===== config.mk =====
export PLATFORM = sky130hd
export DESIGN_NAME = fp32_operand_rx_packer
export DESIGN_NICKNAME = d
export VERILOG_FILES = /design/src/rtl/fp32_operand_rx_packer.sv
export SDC_FILE = /design/constraint.sdc
export NUM_CORES = 1
export LEC_CHECK = 0
export BUFFER_PORTS_ARGS = -buffer_cell sky130_fd_sc_hd__buf_2
export CORE_MARGIN = 2
export CORE_UTILIZATION = 40
export CTS_BUF_LIST = sky130_fd_sc_hd__clkbuf_4
export CTS_CLUSTER_SIZE = 10
export DETAILED_ROUTE_END_ITERATION = 10
export PLACE_DENSITY = 0.68
export SYNTH_ARGS = -nofsm -noshare
export SYNTH_HDL_FRONTEND = slang
export SYNTH_SLANG_ARGS = --single-unit

===== constraint.sdc =====
create_clock -name CLK_I -period 14.77 [get_ports CLK_I]
set_clock_uncertainty 0.1 [all_clocks]
set_input_delay 0 -clock CLK_I [delete_from_list [all_inputs] [get_ports CLK_I]]
set_output_delay 0 -clock CLK_I [all_outputs]
set_load 0.03 [all_outputs]

===== src/rtl/fp32_operand_rx_packer.sv =====
// 8N1 UART receiver that packs 12 bytes into one 96-bit {acc, bravo, alpha} operand word
// and presents it on a valid/ready handshake with a single output holding register.
module fp32_operand_rx_packer #(
  parameter int unsigned CLKS_PER_BIT = 434,
  parameter int unsigned TIMEOUT_BITS = 20
) (
  input  logic        CLK_I,
  input  logic        RST_I,
  input  logic        UART_RX_I,
  input  logic        RX_READY_I,
  output logic        RX_VALID_O,
  output logic [95:0] RX_DATA_O,
  output logic        FRAME_ERR_O,
  output logic        OVERRUN_O
);

  localparam int unsigned CntW      = $clog2(CLKS_PER_BIT);
  localparam int unsigned TmoCycles = TIMEOUT_BITS * CLKS_PER_BIT;
  localparam int unsigned TmoW      = $clog2(TmoCycles + 1);

  localparam logic [CntW-1:0] HalfLast = CntW'(CLKS_PER_BIT / 2 - 1);
  localparam logic [CntW-1:0] BitLast  = CntW'(CLKS_PER_BIT - 1);
  localparam logic [TmoW-1:0] TmoLast  = TmoW'(TmoCycles - 1);

  typedef enum logic [1:0] {StIdle, StStart, StData, StStop} state_e;

  state_e          state_q, state_d;
  logic            rx_meta_q, rx_sync_q;
  logic [CntW-1:0] cnt_q, cnt_d;
  logic [2:0]      bit_idx_q, bit_idx_d;
  logic [7:0]      shift_q, shift_d;
  logic [3:0]      byte_cnt_q, byte_cnt_d;
  logic [95:0]     shadow_q, shadow_d;
  logic [TmoW-1:0] tmo_q, tmo_d;
  logic            valid_q, valid_d;
  logic [95:0]     data_q, data_d;
  logic            frame_err_q, frame_err_d;
  logic            overrun_q, overrun_d;
  logic            word_done;
  logic            xfer;

  always_comb begin
    state_d     = state_q;
    cnt_d       = cnt_q;
    bit_idx_d   = bit_idx_q;
    shift_d     = shift_q;
    byte_cnt_d  = byte_cnt_q;
    shadow_d    = shadow_q;
    tmo_d       = tmo_q;
    valid_d     = valid_q;
    data_d      = data_q;
    frame_err_d = 1'b0;
    overrun_d   = 1'b0;
    word_done   = 1'b0;
    xfer        = valid_q & RX_READY_I;

    case (state_q)
      StIdle: begin
        if (!rx_sync_q) begin
          state_d = StStart;
          cnt_d   = '0;
        end
      end
      StStart: begin
        if (cnt_q == HalfLast) begin
          cnt_d     = '0;
          bit_idx_d = 3'd0;
          // A line that is high again at mid-start was only a glitch.
          state_d   = rx_sync_q ? StIdle : StData;
        end else begin
          cnt_d = cnt_q + CntW'(1);
        end
      end
      StData: begin
        if (cnt_q == BitLast) begin
          cnt_d   = '0;
          shift_d = {rx_sync_q, shift_q[7:1]};
          if (bit_idx_q == 3'd7) begin
            state_d = StStop;
          end else begin
            bit_idx_d = bit_idx_q + 3'd1;
          end
        end else begin
          cnt_d = cnt_q + CntW'(1);
        end
      end
      StStop: begin
        if (cnt_q == BitLast) begin
          cnt_d   = '0;
          state_d = StIdle;
          if (rx_sync_q) begin
            shadow_d[{byte_cnt_q, 3'b000} +: 8] = shift_q;
            if (byte_cnt_q == 4'd11) begin
              byte_cnt_d = 4'd0;
              word_done  = 1'b1;
            end else begin
              byte_cnt_d = byte_cnt_q + 4'd1;
            end
          end else begin
            frame_err_d = 1'b1;
            byte_cnt_d  = 4'd0;
          end
        end else begin
          cnt_d = cnt_q + CntW'(1);
        end
      end
      default: state_d = StIdle;
    endcase

    // Idle gap timer: only runs with a partial word pending and the line idle.
    if (state_q == StIdle && byte_cnt_q != 4'd0 && rx_sync_q) begin
      if (tmo_q == TmoLast) begin
        tmo_d      = '0;
        byte_cnt_d = 4'd0;
      end else begin
        tmo_d = tmo_q + TmoW'(1);
      end
    end else begin
      tmo_d = '0;
    end

    if (word_done && (!valid_q || xfer)) begin
      data_d  = shadow_d;
      valid_d = 1'b1;
    end else begin
      overrun_d = word_done;
      if (xfer) begin
        valid_d = 1'b0;
      end
    end
  end

  always_ff @(posedge CLK_I or posedge RST_I) begin
    if (RST_I) begin
      rx_meta_q   <= 1'b1;
      rx_sync_q   <= 1'b1;
      state_q     <= StIdle;
      cnt_q       <= '0;
      bit_idx_q   <= 3'd0;
      shift_q     <= 8'd0;
      byte_cnt_q  <= 4'd0;
      shadow_q    <= 96'd0;
      tmo_q       <= '0;
      valid_q     <= 1'b0;
      data_q      <= 96'd0;
      frame_err_q <= 1'b0;
      overrun_q   <= 1'b0;
    end else begin
      rx_meta_q   <= UART_RX_I;
      rx_sync_q   <= rx_meta_q;
      state_q     <= state_d;
      cnt_q       <= cnt_d;
      bit_idx_q   <= bit_idx_d;
      shift_q     <= shift_d;
      byte_cnt_q  <= byte_cnt_d;
      shadow_q    <= shadow_d;
      tmo_q       <= tmo_d;
      valid_q     <= valid_d;
      data_q      <= data_d;
      frame_err_q <= frame_err_d;
      overrun_q   <= overrun_d;
    end
  end

  assign RX_VALID_O  = valid_q;
  assign RX_DATA_O   = data_q;
  assign FRAME_ERR_O = frame_err_q;
  assign OVERRUN_O   = overrun_q;

endmodule


==> run metrics, run 1 <==
mapped cell area=10000 um^2; Post-Synth Adder-Cell Area=1.25%; Final Cycle Share=23.4%; gr usage total=18.1%; Root Buffer=clkbuf_4; die area=26400 um^2; commonest non-fill, non-tap cells in the layout=dfrtp_1, nand2_1, o21ai_0; register area share after synthesis=59.1%; DR DRC count=0; starting density of the core=41.0%; Ys Warns=0; first-pass GRT wire length=38000 um; Filler cells=2311; Slew @ Worst Pin=1.12 ns; worst vdd ir=62.2 uV; Post-synth EDFFs=0; Num CTS Buffers=59; Hold Buf Count CTS=5; P&R area growth vs syn=15.4%; fin crit period=3.46 ns; Fin. Hold Viols=0; Hold Path Class=in2reg; FF-to-FF setup slack=11.31 ns; Slew Limit Fails=0; Final #Nets=1047; Mapped Cells=913; RSZ-0062 raised after global routing=false; leak pwr=6.07 nW; Die Ht=162 um; vias in the first global route=7252; CTS clk-pin slew, worst paths=0.06 ns; Reg area=5930 um^2; GP Congestion=0.842; CTS tree=built; Total Power=1.20 mW; PwrDens=103 nW/um^2; wire per inst=16.6 um; Max Freq=289 MHz; post-synthesis compound-gate area fraction=10.2%; ANT nets after route=0; input/output buffers=102; vias=7244; type of origin of the critical path=flop; drt first pass iters=5; Critical Path RT=15.24 ns; status=finished clean; Final setup viols=0; area taken by multi-input logic gates=3790 um^2; initial antenna violation count=1; post-synthesis mux area share=8.82%; critical path class=reg2reg; # IOs=103; async set-reset flop share out of synthesis=100%; initial drt markers=445; H-tree Lvls=2; largest net degree at the start of global routing=103; max-cap violations=0; Post-CTS Resized=0; Placed Cells=1291; Post-Syn Area per Cell=11.0 um^2; Post-Syn Nets=927; post-synth cell types=59; layout cells sized above 1=26.2%; Simple-Gate Fraction of Synth Area=15.9%; clock sink count=237; die width=162 um; Max FO, Critical Path=96; crit path capture type=flop; Setup Fix Bufs, Post-CTS=0; WP data arrival=3.93 ns; DRT Wirelength=23200 um; clk_lat worst skew=0.70 ns; ys flop type=dfrtp_1; setup_tns=0 ns; #FFs+latches synth=237; total gr overflow=0; Core ar.=24500 um^2; Vias/cell=5.17; largest family of logic cells by synthesized area=simple AND/OR/NAND/NOR gates; post-DP HPWL=15200 um; Layout Cells excl Fill=1400; relative slew slack=24.7%; commonest non-fill, non-tap cell in the layout=dfrtp_1; Longest Clk Path Bufs=3; Post-Synth XOR/XNOR Area=1.40%; row cnt=57
-- cells in the mapped netlist, types with 3 or more instances --
cell type | instances | area share, %
inv_1 | 27 | 1.0
nor4_1 | 5 | 0.31
nand2_1 | 120 | 4.5
clkbuf_1 | 35 | 1.3
nor2_1 | 79 | 3.0
mux2_2 | 59 | 6.6
a22o_1 | 8 | 0.70
nand3_1 | 19 | 0.95
ha_1 | 10 | 1.2
nand2b_1 | 6 | 0.37
xor2_1 | 9 | 0.79
nand4b_1 | 3 | 0.26
a21o_1 | 6 | 0.45
nor2b_1 | 14 | 0.87
nand4_1 | 26 | 1.6
buf_2 | 15 | 0.75
dfrtp_1 | 235 | 59
a31oi_1 | 40 | 2.5
nand3b_1 | 4 | 0.30
nor3b_1 | 4 | 0.30
a21oi_1 | 5 | 0.25
xnor2_1 | 7 | 0.61
and2_1 | 4 | 0.25
and4_1 | 8 | 0.70
o21ai_0 | 107 | 5.3
and3_1 | 6 | 0.37
mux2_1 | 8 | 0.90
mux2_4 | 8 | 1.2
-- sequential cells by signal, summed over array words and instances, names as in the netlist, 3 cells and up, named ones only --
register,cells
byte_cnt_q,4
bit_idx_q,3
cnt_q,9
tmo_q,14
shadow_q,96
shift_q,8
RX_DATA_O,96
-- worst paths after layout --
check                                startpoint                        end  cells past startpoint
setup / recovery           cnt_q[1]$_DFFE_PP0P_  RX_DATA_O[41]$_DFFE_PP0P_                      6
hold / removal                       RX_READY_I        OVERRUN_O$_DFF_PP0_                      4
setup reg to reg           cnt_q[1]$_DFFE_PP0P_  RX_DATA_O[41]$_DFFE_PP0P_                      6
hold reg to reg             rx_meta_q$_DFF_PP1_        rx_sync_q$_DFF_PP1_                      0
max in group asynchronous                 RST_I     shadow_q[53]$_DFF_PP0_                      6
min in group asynchronous                 RST_I     shadow_q[20]$_DFF_PP0_                      4
-- cell type report --
class | instances | share of cell area, %
tap | 324 | 3.50
antenna | 1 | 0.0216
clock inverter | 21 | 0.994
multi-input combinational | 595 | 32.7
clock buffer | 82 | 5.32
inverter | 27 | 0.940
sequential | 237 | 51.2
timing repair buffer | 113 | 5.23
-- through the flow --
stage	hold slack, ns	setup WS (ns)	utilization, %	cell area, um^2
floorplan	-0.0955	8.17	-	10000
global placement	0.00625	11.42	44.1	10800
detailed placement	0.00718	11.33	44.1	10800
CTS	0.111	11.36	47.3	11600
global route	0.136	11.05	47.3	11600
finish	0.144	11.31	47.3	11600
-- where the power goes --
| group | internal, mW | total, mW | switching, mW |
|---|---|---|---|
| sequential | 0.649 | 0.650 | 0.000475 |
| combinational | 0.00169 | 0.0144 | 0.0127 |
| clock | 0.274 | 0.533 | 0.259 |
-- kinds of logic after synthesis --
family,after synthesis
AND/OR/NAND/NOR,316
flip-flops,237
AO/OA/AOI/OAI,177
buffers and inverters,81
multiplexers,76
XOR/XNOR,16
adder cells (fa/ha/maj),10
-- routing by layer --
metal  vias up  GRT usage [%]  part of all wire (%)
li1       3459              -                     -
met1      3548           24.3                    45
met2       194           28.3                    46
met5         -              0                     0
met4         0           5.83                   2.2
met3        43           5.27                   6.6
-- worst max-delay path, stage by stage, from the launching register on --
cell and delay [ns]:
dfrtp_1 0.41, inv_1 0.10, ha_1 0.21, nand2_1 0.12, nor4b_4 1.00, and2_4 0.93
mux2_2 0.42
Power figures use the tool's default switching activity.
==> run 2, diff against run 1 <==
--- a/config.mk
+++ b/config.mk
@@ -5,6 +5,7 @@
 export SDC_FILE = /design/constraint.sdc
 export NUM_CORES = 1
 export LEC_CHECK = 0
+export ABC_AREA = 1
 export BUFFER_PORTS_ARGS = -buffer_cell sky130_fd_sc_hd__buf_2
 export CORE_MARGIN = 2
 export CORE_UTILIZATION = 40
==> constraint.sdc (replaced) <==
create_clock -name CLK_I -period 3.4 [get_ports CLK_I]
set_clock_uncertainty 0.1 [all_clocks]
set_input_delay 0 -clock CLK_I [delete_from_list [all_inputs] [get_ports CLK_I]]
set_output_delay 0 -clock CLK_I [all_outputs]
set_load 0.03 [all_outputs]
==> run 2 against run 1 <==
Against the previous run: the flow now finishes with violations (DRC); clock power rose to 4.5 times the previous value; largest cell class unchanged; die area up 6.1%; count of clock-buffer cells in the layout up 6; sequential cell count unchanged; via count up 22%; critical endpoint is now RX_DATA_O[33]$_DFFE_PP0P_.
==> run metrics, run 2 <==
status=complete, but fails checks; violated checks=DRC; cell taking the most area after synthesis=dfrtp_1; Total Power=5.32 mW (+340%); Post-Syn Area per Cell=8.50 um^2 (-23%); worst vdd ir=219 uV (+250%); design area=12400 um^2 (+6.9%); WP data arrival=3.36 ns (-0.57 ns); GP Congestion=0.952 (+13%); type of origin of the critical path=flop; clk_lat worst skew=0.71 ns (about the same); initial antenna violation count=1 (unchanged); Filler cells=2524 (+9.2%); Longest Clk Path Bufs=3 (unchanged); Setup Fix Bufs, Post-CTS=0 (unchanged); slowest stage cell on the critical path=ha_1; Slew Limit Fails=0 (unchanged); DR DRC count=7 (+7); leak pwr=6.77 nW (+12%); P&R area growth vs syn=16.1%; layout cells sized above 1=17.4% (-8.9 points); first-pass GRT wire length=44800 um (+18%); Worst Setup Slack post-DPL=0.606 ns (-10.73 ns); Final setup viols=0 (unchanged); Fin. Hold Viols=0 (unchanged); Core ar.=26100 um^2 (+6.8%); Gate power share=1.7% (+0.5 points); Max Freq=346 MHz (+20%); starting density of the core=40.8% (-0.21 points); die area=28000 um^2 (+6.1%); relative slew slack=32.6% (+7.9 points); Post-CTS Resized=0 (unchanged); crit path capture type=flop; cell with the most instances after synthesis=nand2_1; CTS clk-pin slew, worst paths=0.07 ns (about the same); Worst Setup Slack, final=0.509 ns (-10.80 ns); Ys Warns=0 (unchanged); Max FO, Critical Path=13 (-86%); M2 GR Usage=30.1% (+1.8 points); #FFs+latches synth=237 (unchanged); clock sink count=237 (unchanged); vias in the first global route=8803 (+21%); Die Ht=167 um (+3.0%); commonest non-fill, non-tap cells in the layout=nand2_1, dfrtp_1, nand3_1; ys flop type=dfrtp_1; row cnt=59 (+3.5%); CTS tree=built; post-DP HPWL=18500 um (+21%); hold_ws=0.0931 ns (-0.0505 ns); H-tree Lvls=2 (unchanged); initial drt markers=892 (+100%); busiest grt layer=met2; DRT Wirelength=26600 um (+15%); # IOs=103 (unchanged); setup_tns=0 ns (unchanged); PwrDens=430 nW/um^2 (+320%); Post-Syn Nets=1269 (+37%); dpl cell area=11500 um^2 (+7.0%); Clock Power Share=45.2% (+0.7 points); Reg power frac=53.1% (-1.2 points); crit path cell chain=inv_1 > ha_1 > clkinv_1 > nand3_1 > clkinv_1 > buf_4 > nand3_1 > o21ai_0 > nand2_1 > nand2_1; mapped cell area=10700 um^2 (+6.3%); total gr overflow=0 (unchanged); Global Route met3 Usage=4.33% (-0.95 points); met1 Use GR=27.2% (+2.9 points); post-synth cell types=35 (-41%); Hold Path Class=in2reg; Cell Int Power=4.11 mW (+340%); RSZ-0062 raised after global routing=false; Final Cycle Share=85.0% (+62 points); Mapped Cells=1255 (+37%); die width=167 um (+3.0%); area fraction of the dominant cell type after synthesis=55.2% (-3.5 points); async set-reset flop share out of synthesis=100% (unchanged); register area share after synthesis=55.7% (-3.5 points); commonest non-fill, non-tap cell in the layout=nand2_1; Slew @ Worst Pin=1.01 ns (-0.116 ns); max-cap violations=0 (unchanged); Vias/cell=4.98 (-3.8%); drt first pass iters=10 (+5); gr usage total=19.5% (+1.5 points); Post-synth EDFFs=0 (unchanged); Synth top cells by count=nand2_1, dfrtp_1, nand3_1; ANT nets after route=0 (unchanged); critical path class=reg2reg; main area contributors after synthesis=dfrtp_1, nand2_1, nand3_1; P_sw=1.21 mW (+350%); Num CTS Buffers=61 (+3.4%); input/output buffers=102 (unchanged); Critical Path RT=3.87 ns (-11.37 ns); switching part of the total=22.8% (+0.11 points); Largest stage delay, worst path=0.57 ns (-0.43 ns); Final #Nets=1413 (+35%); vias=8864 (+22%); fin crit period=2.89 ns (-0.569 ns); largest net degree at the start of global routing=82 (-20%); wire per inst=14.9 um (-9.8%); Root Buffer=clkbuf_4
[run 2: kinds of logic after synthesis]
| kind of cell | synth area share, % |
|---|---|
| buffers and inverters | 6.96 |
| flip-flops | 55.7 |
| AO/OA/AOI/OAI | 2.96 |
| XOR/XNOR | 0.739 |
| adder cells (fa/ha/maj) | 1.17 |
| AND/OR/NAND/NOR | 32.5 |
[run 2: through the flow]
stage / util [%] / std cells
4_1_cts: 47.3 / 1780
5_1_grt: 47.4 / 1781
3_3_place_gp: 44.2 / 1666
6_report: 47.4 / 1781
2_1_floorplan: - / 1255
3_5_place_dp: 44.2 / 1666
[run 2: power groups by stage]
stage	combinational, mW	sequential (mW)	clock, mW
floorplan	0.0485	2.89	0
global placement	0.0904	2.88	0
detailed placement	0.0917	2.88	0
CTS	0.0960	2.83	2.47
global route	0.105	2.83	2.65
finish	0.0905	2.83	2.40
[run 2: timing repair]
action / in CTS / in global routing
endpoints found under the setup margin: 0 / 0
hold buffers: 5 / 0
endpoints found under the hold margin: 136 / 0
[run 2: critical path, delay by kind of cell, from the launching register on]
kind	cells	cell delay (ns)
AOI/OAI and AO/OA	1	0.14
adders and majority gates	1	0.57
buffers and inverters	4	1.07
DFF	1	0.43
and+or+nand+nor	4	0.49
[run 2: final timing paths]
check                                        start                         to  slack (ns)  cells past startpoint
max                        byte_cnt_q[1]$_DFF_PP0_  RX_DATA_O[33]$_DFFE_PP0P_        0.51                     10
min                                     RX_READY_I        OVERRUN_O$_DFF_PP0_        0.09                      5
max reg2reg                byte_cnt_q[1]$_DFF_PP0_  RX_DATA_O[33]$_DFFE_PP0P_        0.51                     10
min reg2reg                    rx_meta_q$_DFF_PP1_        rx_sync_q$_DFF_PP1_        0.27                      0
max in group asynchronous                    RST_I        rx_meta_q$_DFF_PP1_        1.72                      5
min in group asynchronous                    RST_I  RX_DATA_O[29]$_DFFE_PP0P_        0.57                      4
[run 2: layout make-up]
class                   count  area, um^2  area share (%)
well taps                 335         419            3.39
multi-input cells         847        3990            32.2
diodes                      1        2.50          0.0202
flip-flops and latches    237        5930            47.9
clock inverters            21         114           0.920
clock buffers              88         661            5.34
repair buffers            127         786            6.35
inverters                 125         473            3.82
[run 2: per-layer routing]
layer | up-vias | wire, um
met5 | - | 0
met4 | 0 | 706
met3 | 51 | 1630
met2 | 271 | 12000
met1 | 4195 | 12300
li1 | 4347 | -
